**src/rtl/video_timing_gen.sv**
```systemverilog
// Raster timing generator: frame-aligned run/stop FSM, h/v counters, a registered
// fetch stage and a FETCH_LEAD-deep display pipeline.
module video_timing_gen #(
  parameter int H_ACTIVE   = 1366,
  parameter int H_BLANK    = 50,
  parameter int H_FP       = 16,
  parameter int H_SYNC     = 24,
  parameter int V_ACTIVE   = 768,
  parameter int V_BLANK    = 12,
  parameter int V_FP       = 3,
  parameter int V_SYNC     = 4,
  parameter int FETCH_LEAD = 2
) (
  input  logic        DotClock,
  input  logic        rst,
  input  logic        run,
  output logic        FetchEn,
  output logic [10:0] FetchX,
  output logic [10:0] FetchY,
  output logic        HSync,
  output logic        VSync,
  output logic        DataEnable,
  output logic [10:0] PixelX,
  output logic [10:0] PixelY,
  output logic        FrameStart,
  output logic        busy
);

  localparam logic [10:0] HA     = 11'(H_ACTIVE);
  localparam logic [10:0] H_LAST = 11'(H_ACTIVE + H_BLANK - 1);
  localparam logic [10:0] HS_BEG = 11'(H_ACTIVE + H_FP);
  localparam logic [10:0] HS_END = 11'(H_ACTIVE + H_FP + H_SYNC);
  localparam logic [10:0] VA     = 11'(V_ACTIVE);
  localparam logic [10:0] V_LAST = 11'(V_ACTIVE + V_BLANK - 1);
  localparam logic [10:0] VS_BEG = 11'(V_ACTIVE + V_FP);
  localparam logic [10:0] VS_END = 11'(V_ACTIVE + V_FP + V_SYNC);

  typedef enum logic [1:0] {S_IDLE, S_RUN, S_DRAIN} state_t;

  typedef struct packed {
    logic        hs_n;
    logic        vs_n;
    logic        en;
    logic [10:0] x;
    logic [10:0] y;
    logic        fs;
  } tap_t;

  localparam tap_t TAP_IDLE = '{hs_n: 1'b1, vs_n: 1'b1, en: 1'b0, x: 11'd0, y: 11'd0, fs: 1'b0};

  state_t      state_q, state_d;
  logic [10:0] hcnt_q, hcnt_d;
  logic [10:0] vcnt_q, vcnt_d;
  tap_t        fetch_q, fetch_d;
  tap_t        pipe_q [FETCH_LEAD];
  logic        active;
  logic        frame_last;

  assign frame_last = (hcnt_q == H_LAST) && (vcnt_q == V_LAST);

  always_ff @(posedge DotClock) begin
    if (rst) begin
      state_q <= S_IDLE;
      hcnt_q  <= '0;
      vcnt_q  <= '0;
      fetch_q <= TAP_IDLE;
      for (int i = 0; i < FETCH_LEAD; i++) pipe_q[i] <= TAP_IDLE;
    end else begin
      state_q   <= state_d;
      hcnt_q    <= hcnt_d;
      vcnt_q    <= vcnt_d;
      fetch_q   <= fetch_d;
      pipe_q[0] <= fetch_q;
      for (int i = 1; i < FETCH_LEAD; i++) pipe_q[i] <= pipe_q[i-1];
    end
  end

  // Stopping is only ever granted at the last pixel of a frame.
  always_comb begin
    state_d = state_q;
    unique case (state_q)
      S_IDLE:  if (run) state_d = S_RUN;
      S_RUN:   if (!run) state_d = S_DRAIN;
      S_DRAIN: begin
        if (run)             state_d = S_RUN;
        else if (frame_last) state_d = S_IDLE;
      end
      default: state_d = S_IDLE;
    endcase
  end

  always_comb begin
    active = (state_q != S_IDLE);
    busy   = active;
  end

  // The natural wrap at the last pixel already yields (0,0) on the DRAIN->IDLE edge.
  always_comb begin
    hcnt_d = hcnt_q;
    vcnt_d = vcnt_q;
    if (!active) begin
      hcnt_d = '0;
      vcnt_d = '0;
    end else if (hcnt_q == H_LAST) begin
      hcnt_d = '0;
      vcnt_d = (vcnt_q == V_LAST) ? 11'd0 : vcnt_q + 11'd1;
    end else begin
      hcnt_d = hcnt_q + 11'd1;
    end
  end

  always_comb begin
    fetch_d.en   = active && (hcnt_q < HA) && (vcnt_q < VA);
    fetch_d.x    = hcnt_q;
    fetch_d.y    = vcnt_q;
    fetch_d.hs_n = !(active && (hcnt_q >= HS_BEG) && (hcnt_q < HS_END));
    fetch_d.vs_n = !(active && (vcnt_q >= VS_BEG) && (vcnt_q < VS_END));
    fetch_d.fs   = active && (hcnt_q == 11'd0) && (vcnt_q == 11'd0);
  end

  assign FetchEn    = fetch_q.en;
  assign FetchX     = fetch_q.x;
  assign FetchY     = fetch_q.y;
  assign HSync      = pipe_q[FETCH_LEAD-1].hs_n;
  assign VSync      = pipe_q[FETCH_LEAD-1].vs_n;
  assign DataEnable = pipe_q[FETCH_LEAD-1].en;
  assign PixelX     = pipe_q[FETCH_LEAD-1].x;
  assign PixelY     = pipe_q[FETCH_LEAD-1].y;
  assign FrameStart = pipe_q[FETCH_LEAD-1].fs;

endmodule

```
**config.mk**
```make
export PLATFORM = sky130hd
export DESIGN_NAME = video_timing_gen
export DESIGN_NICKNAME = d
export VERILOG_FILES = /design/src/rtl/video_timing_gen.sv
export SDC_FILE = /design/constraint.sdc
export NUM_CORES = 1
export LEC_CHECK = 0
export CAP_MARGIN = 20
export CORE_AREA = 5 5 130 95
export DETAILED_ROUTE_END_ITERATION = 6
export DIE_AREA = 0 0 135 100
export GPL_TIMING_DRIVEN = 1
export PLACE_DENSITY = 0.67
export SKIP_CTS_REPAIR_TIMING = 1
export SYNTH_ARGS = -nofsm -noshare
export SYNTH_HDL_FRONTEND = slang
export SYNTH_SLANG_ARGS = --single-unit
```
**constraint.sdc**
```tcl
create_clock -name DotClock -period 1.7 [get_ports DotClock]
set_input_delay 0.425 -clock DotClock [delete_from_list [all_inputs] [get_ports DotClock]]
set_output_delay 0.425 -clock DotClock [all_outputs]
set_load 0.1 [all_outputs]
```
==> qor.json <==
{
  "route": {
    "drt_iter0_markers": 193,
    "drt_drc_violations_left": 0,
    "dr.pass1.iters": 4,
    "ant_nets": 0,
    "wl_final_mm": 7.31,
    "vias": 2422,
    "via_per_inst": 4.40,
    "drt-wirelength-per-cell_um": 13.3
  },
  "layout": {
    "fillers": 941,
    "mostFrequentLayoutCells": "sky130_fd_sc_hd__dfxtp_1 (99), sky130_fd_sc_hd__nor2b_1 (67), sky130_fd_sc_hd__buf_12 (51)",
    "num_antenna_cells": 0,
    "syn_to_final_growth_pct": 37.9,
    "mostFrequentLayoutCell": "sky130_fd_sc_hd__dfxtp_1",
    "drive_above_1_share": 0.282,
    "final_net_count": 401
  },
  "floorplan": {
    "floorplan_die_width_um": 135,
    "pin_count": 53,
    "chip_height_um": 100,
    "initial_utilization": 0.345,
    "floorplan.rows": 32,
    "coreArea_sq_mm": 0.0109,
    "die-area_sq_mm": 0.0135
  },
  "synth": {
    "number_of_enable_flip_flop_cells_after_synthesis": 0,
    "mappedNetlistNets": 372,
    "syn-instance-count": 365,
    "dominantRegCellSynth": "sky130_fd_sc_hd__dfxtp_1",
    "async_reset_ff_frac": 0,
    "synth.ff_latch_count": 102,
    "netlist.top_cell.by_area": "sky130_fd_sc_hd__dfxtp_1",
    "synth.yosys.warnings": 0,
    "yosys-top-cells-area": "sky130_fd_sc_hd__dfxtp_1 (55%), sky130_fd_sc_hd__nor2b_1 (11%), sky130_fd_sc_hd__buf_4 (9.0%)",
    "synthesis.area_per_instance_sq_um": 10.2,
    "synth_seq_area_share": 0.546,
    "synth.cell_area_sq_mm": 0.00374,
    "synth_top_area_share": 0.546,
    "synth_cell_type_count": 44
  },
  "setup_path": {
    "cp.buffers_inverters": 0,
    "crit_family": "simple AND/OR/NAND/NOR gates",
    "slowest_stage": "sky130_fd_sc_hd__or3_4",
    "crit_path_max_incr_delay_ns": 0.42,
    "worst-endpoint-arrival_ns": 1.92,
    "path_cells": "ha_4, nand2_1, or3_4, or4_1, a21oi_1",
    "r2r_setup_slack_ns": 0.05,
    "setup.worst_path.end_class": "flip-flop",
    "cp_max_fanout": 4,
    "start_kind": "flip-flop",
    "worstSetupPathType": "reg2reg",
    "cp.required_ns": 1.97
  },
  "clocking": {
    "cts_tree": "done",
    "clock_path_buffers": 2,
    "cts_root_buffer": "sky130_fd_sc_hd__clkbuf_16",
    "numClockSinks": 102,
    "cts_max_level": 3,
    "worstSkewPairLatency_ns": 0.34,
    "cts.clk_slew.worst_paths_ns": 0.07,
    "numCtsBuffers": 9
  },
  "sta": {
    "final_slew_viol_count": 0,
    "rsz0062_at_grt": "true",
    "timing.slew.headroom": 0.679,
    "timing.hold.ws_ns": 0.407,
    "endpoints_failing_hold": 0,
    "final.setup_skew_ns": 0.00696,
    "clock.fmax_ghz": 0.608,
    "post-route-period-util": 0.968,
    "post_layout_minimum_cycle_time_ns": 1.65,
    "report.final.setup_viol": 0,
    "worst_max_slew_pin_slew_ns": 0.480,
    "setup_slack_ns": 0.0549
  },
  "power": {
    "power.leakage_nw": 1.92,
    "ir_worst_vdd_uv": 530,
    "finalPower_mw": 4.83,
    "power.density_cell_area_mw_per_mm2": 938
  },
  "grt": {
    "grt_use_total": 0.111,
    "grt_pass1_vias": 2336,
    "grt_overflow_total": 0,
    "maximum_number_of_pins_on_one_net_before_global_route_repair": 77,
    "wire_length_of_the_first_global_routing_pass_mm": 11.9,
    "antenna_violations_before_repair": 0
  },
  "placed_design": {
    "buffers_on_ports": 52,
    "place_congestion": 0.956,
    "detailedPlace.worstSlack_ns": -0.000192,
    "place_hpwl_mm": 5.21
  },
  "worst_hold_path": {
    "min-delay-path-class": "reg2reg"
  },
  "job": {
    "cap_violations": 0
  },
  "run_status": {
    "run_status": "finished clean"
  }
}
## registers in the layout, indices dropped and copies added, names as in the netlist
name     count
FetchEn      1
FetchX      11
FetchY      11
fetch_q      3
hcnt_q      11
pipe_q      52
state_q      2
vcnt_q      11
## metal layers
metal,global-route usage,routed length (um),vias up
met5,0,0,-
met3,0.0436,459,8
met1,0.147,3490,1127
met2,0.161,3250,78
met4,0.0473,111,0
li1,-,-,1209
## where the power goes
group | leakage [nW] | internal, mW | total, mW | switching, mW
logic | 0.935 | 0.0462 | 0.140 | 0.0936
clock network | 0.160 | 1.43 | 2.28 | 0.852
registers | 0.824 | 2.40 | 2.41 | 0.00884
total | 1.92 | 3.88 | 4.83 | 0.954
## final timing paths
kind / startpoint / to / cells after the start
hold reg to reg: pipe_q[0][24] / pipe_q[0][50] / 1
hold / removal: pipe_q[0][24] / pipe_q[0][50] / 1
setup / recovery: vcnt_q[0] / vcnt_q[10] / 5
setup reg to reg: vcnt_q[0] / vcnt_q[10] / 5
## cell type report
| class | instances | area (sq um) | area share |
|---|---|---|---|
| timing repair buffer | 80 | 1240 | 0.240 |
| inverter | 7 | 26.3 | 0.00510 |
| clock inverter | 5 | 109 | 0.0211 |
| multi-input combinational | 194 | 1320 | 0.256 |
| sequential | 102 | 2050 | 0.397 |
| clock buffer | 9 | 225 | 0.0437 |
| tap | 153 | 191 | 0.0371 |
## metrics by stage
stage                     setup TNS, ns  instances   util  area (sq um)
after CTS                        -0.243        550  0.469          5090
after floorplan                       0        365      -          3740
final                                 0        550  0.475          5150
after global routing            -0.0385        550  0.475          5150
after detailed placement      -0.000192        536  0.438          4760
after global placement                0        536  0.438          4760
## synth_stat cells, drive strengths merged (6+ instances only)
| master | instances |
|---|---|
| nand2 | 10 |
| nand4 | 13 |
| inv | 7 |
| nand3 | 6 |
| dfxtp | 102 |
| nor2b | 67 |
| buf | 52 |
| nor2 | 25 |
| nor4 | 6 |
| xnor2 | 8 |
| clkbuf | 10 |
## logic make-up after synthesis
| logic type | count (synthesis) | share of synthesized area |
|---|---|---|
| mux | 3 | 0.00803 |
| buf+inv | 69 | 0.118 |
| flops | 102 | 0.546 |
| compound gates | 21 | 0.0365 |
| simple gates | 153 | 0.247 |
| xor+xnor | 13 | 0.0305 |
| fa+ha+maj | 4 | 0.0134 |
No activity file was read; power rests on OpenSTA's default activity.
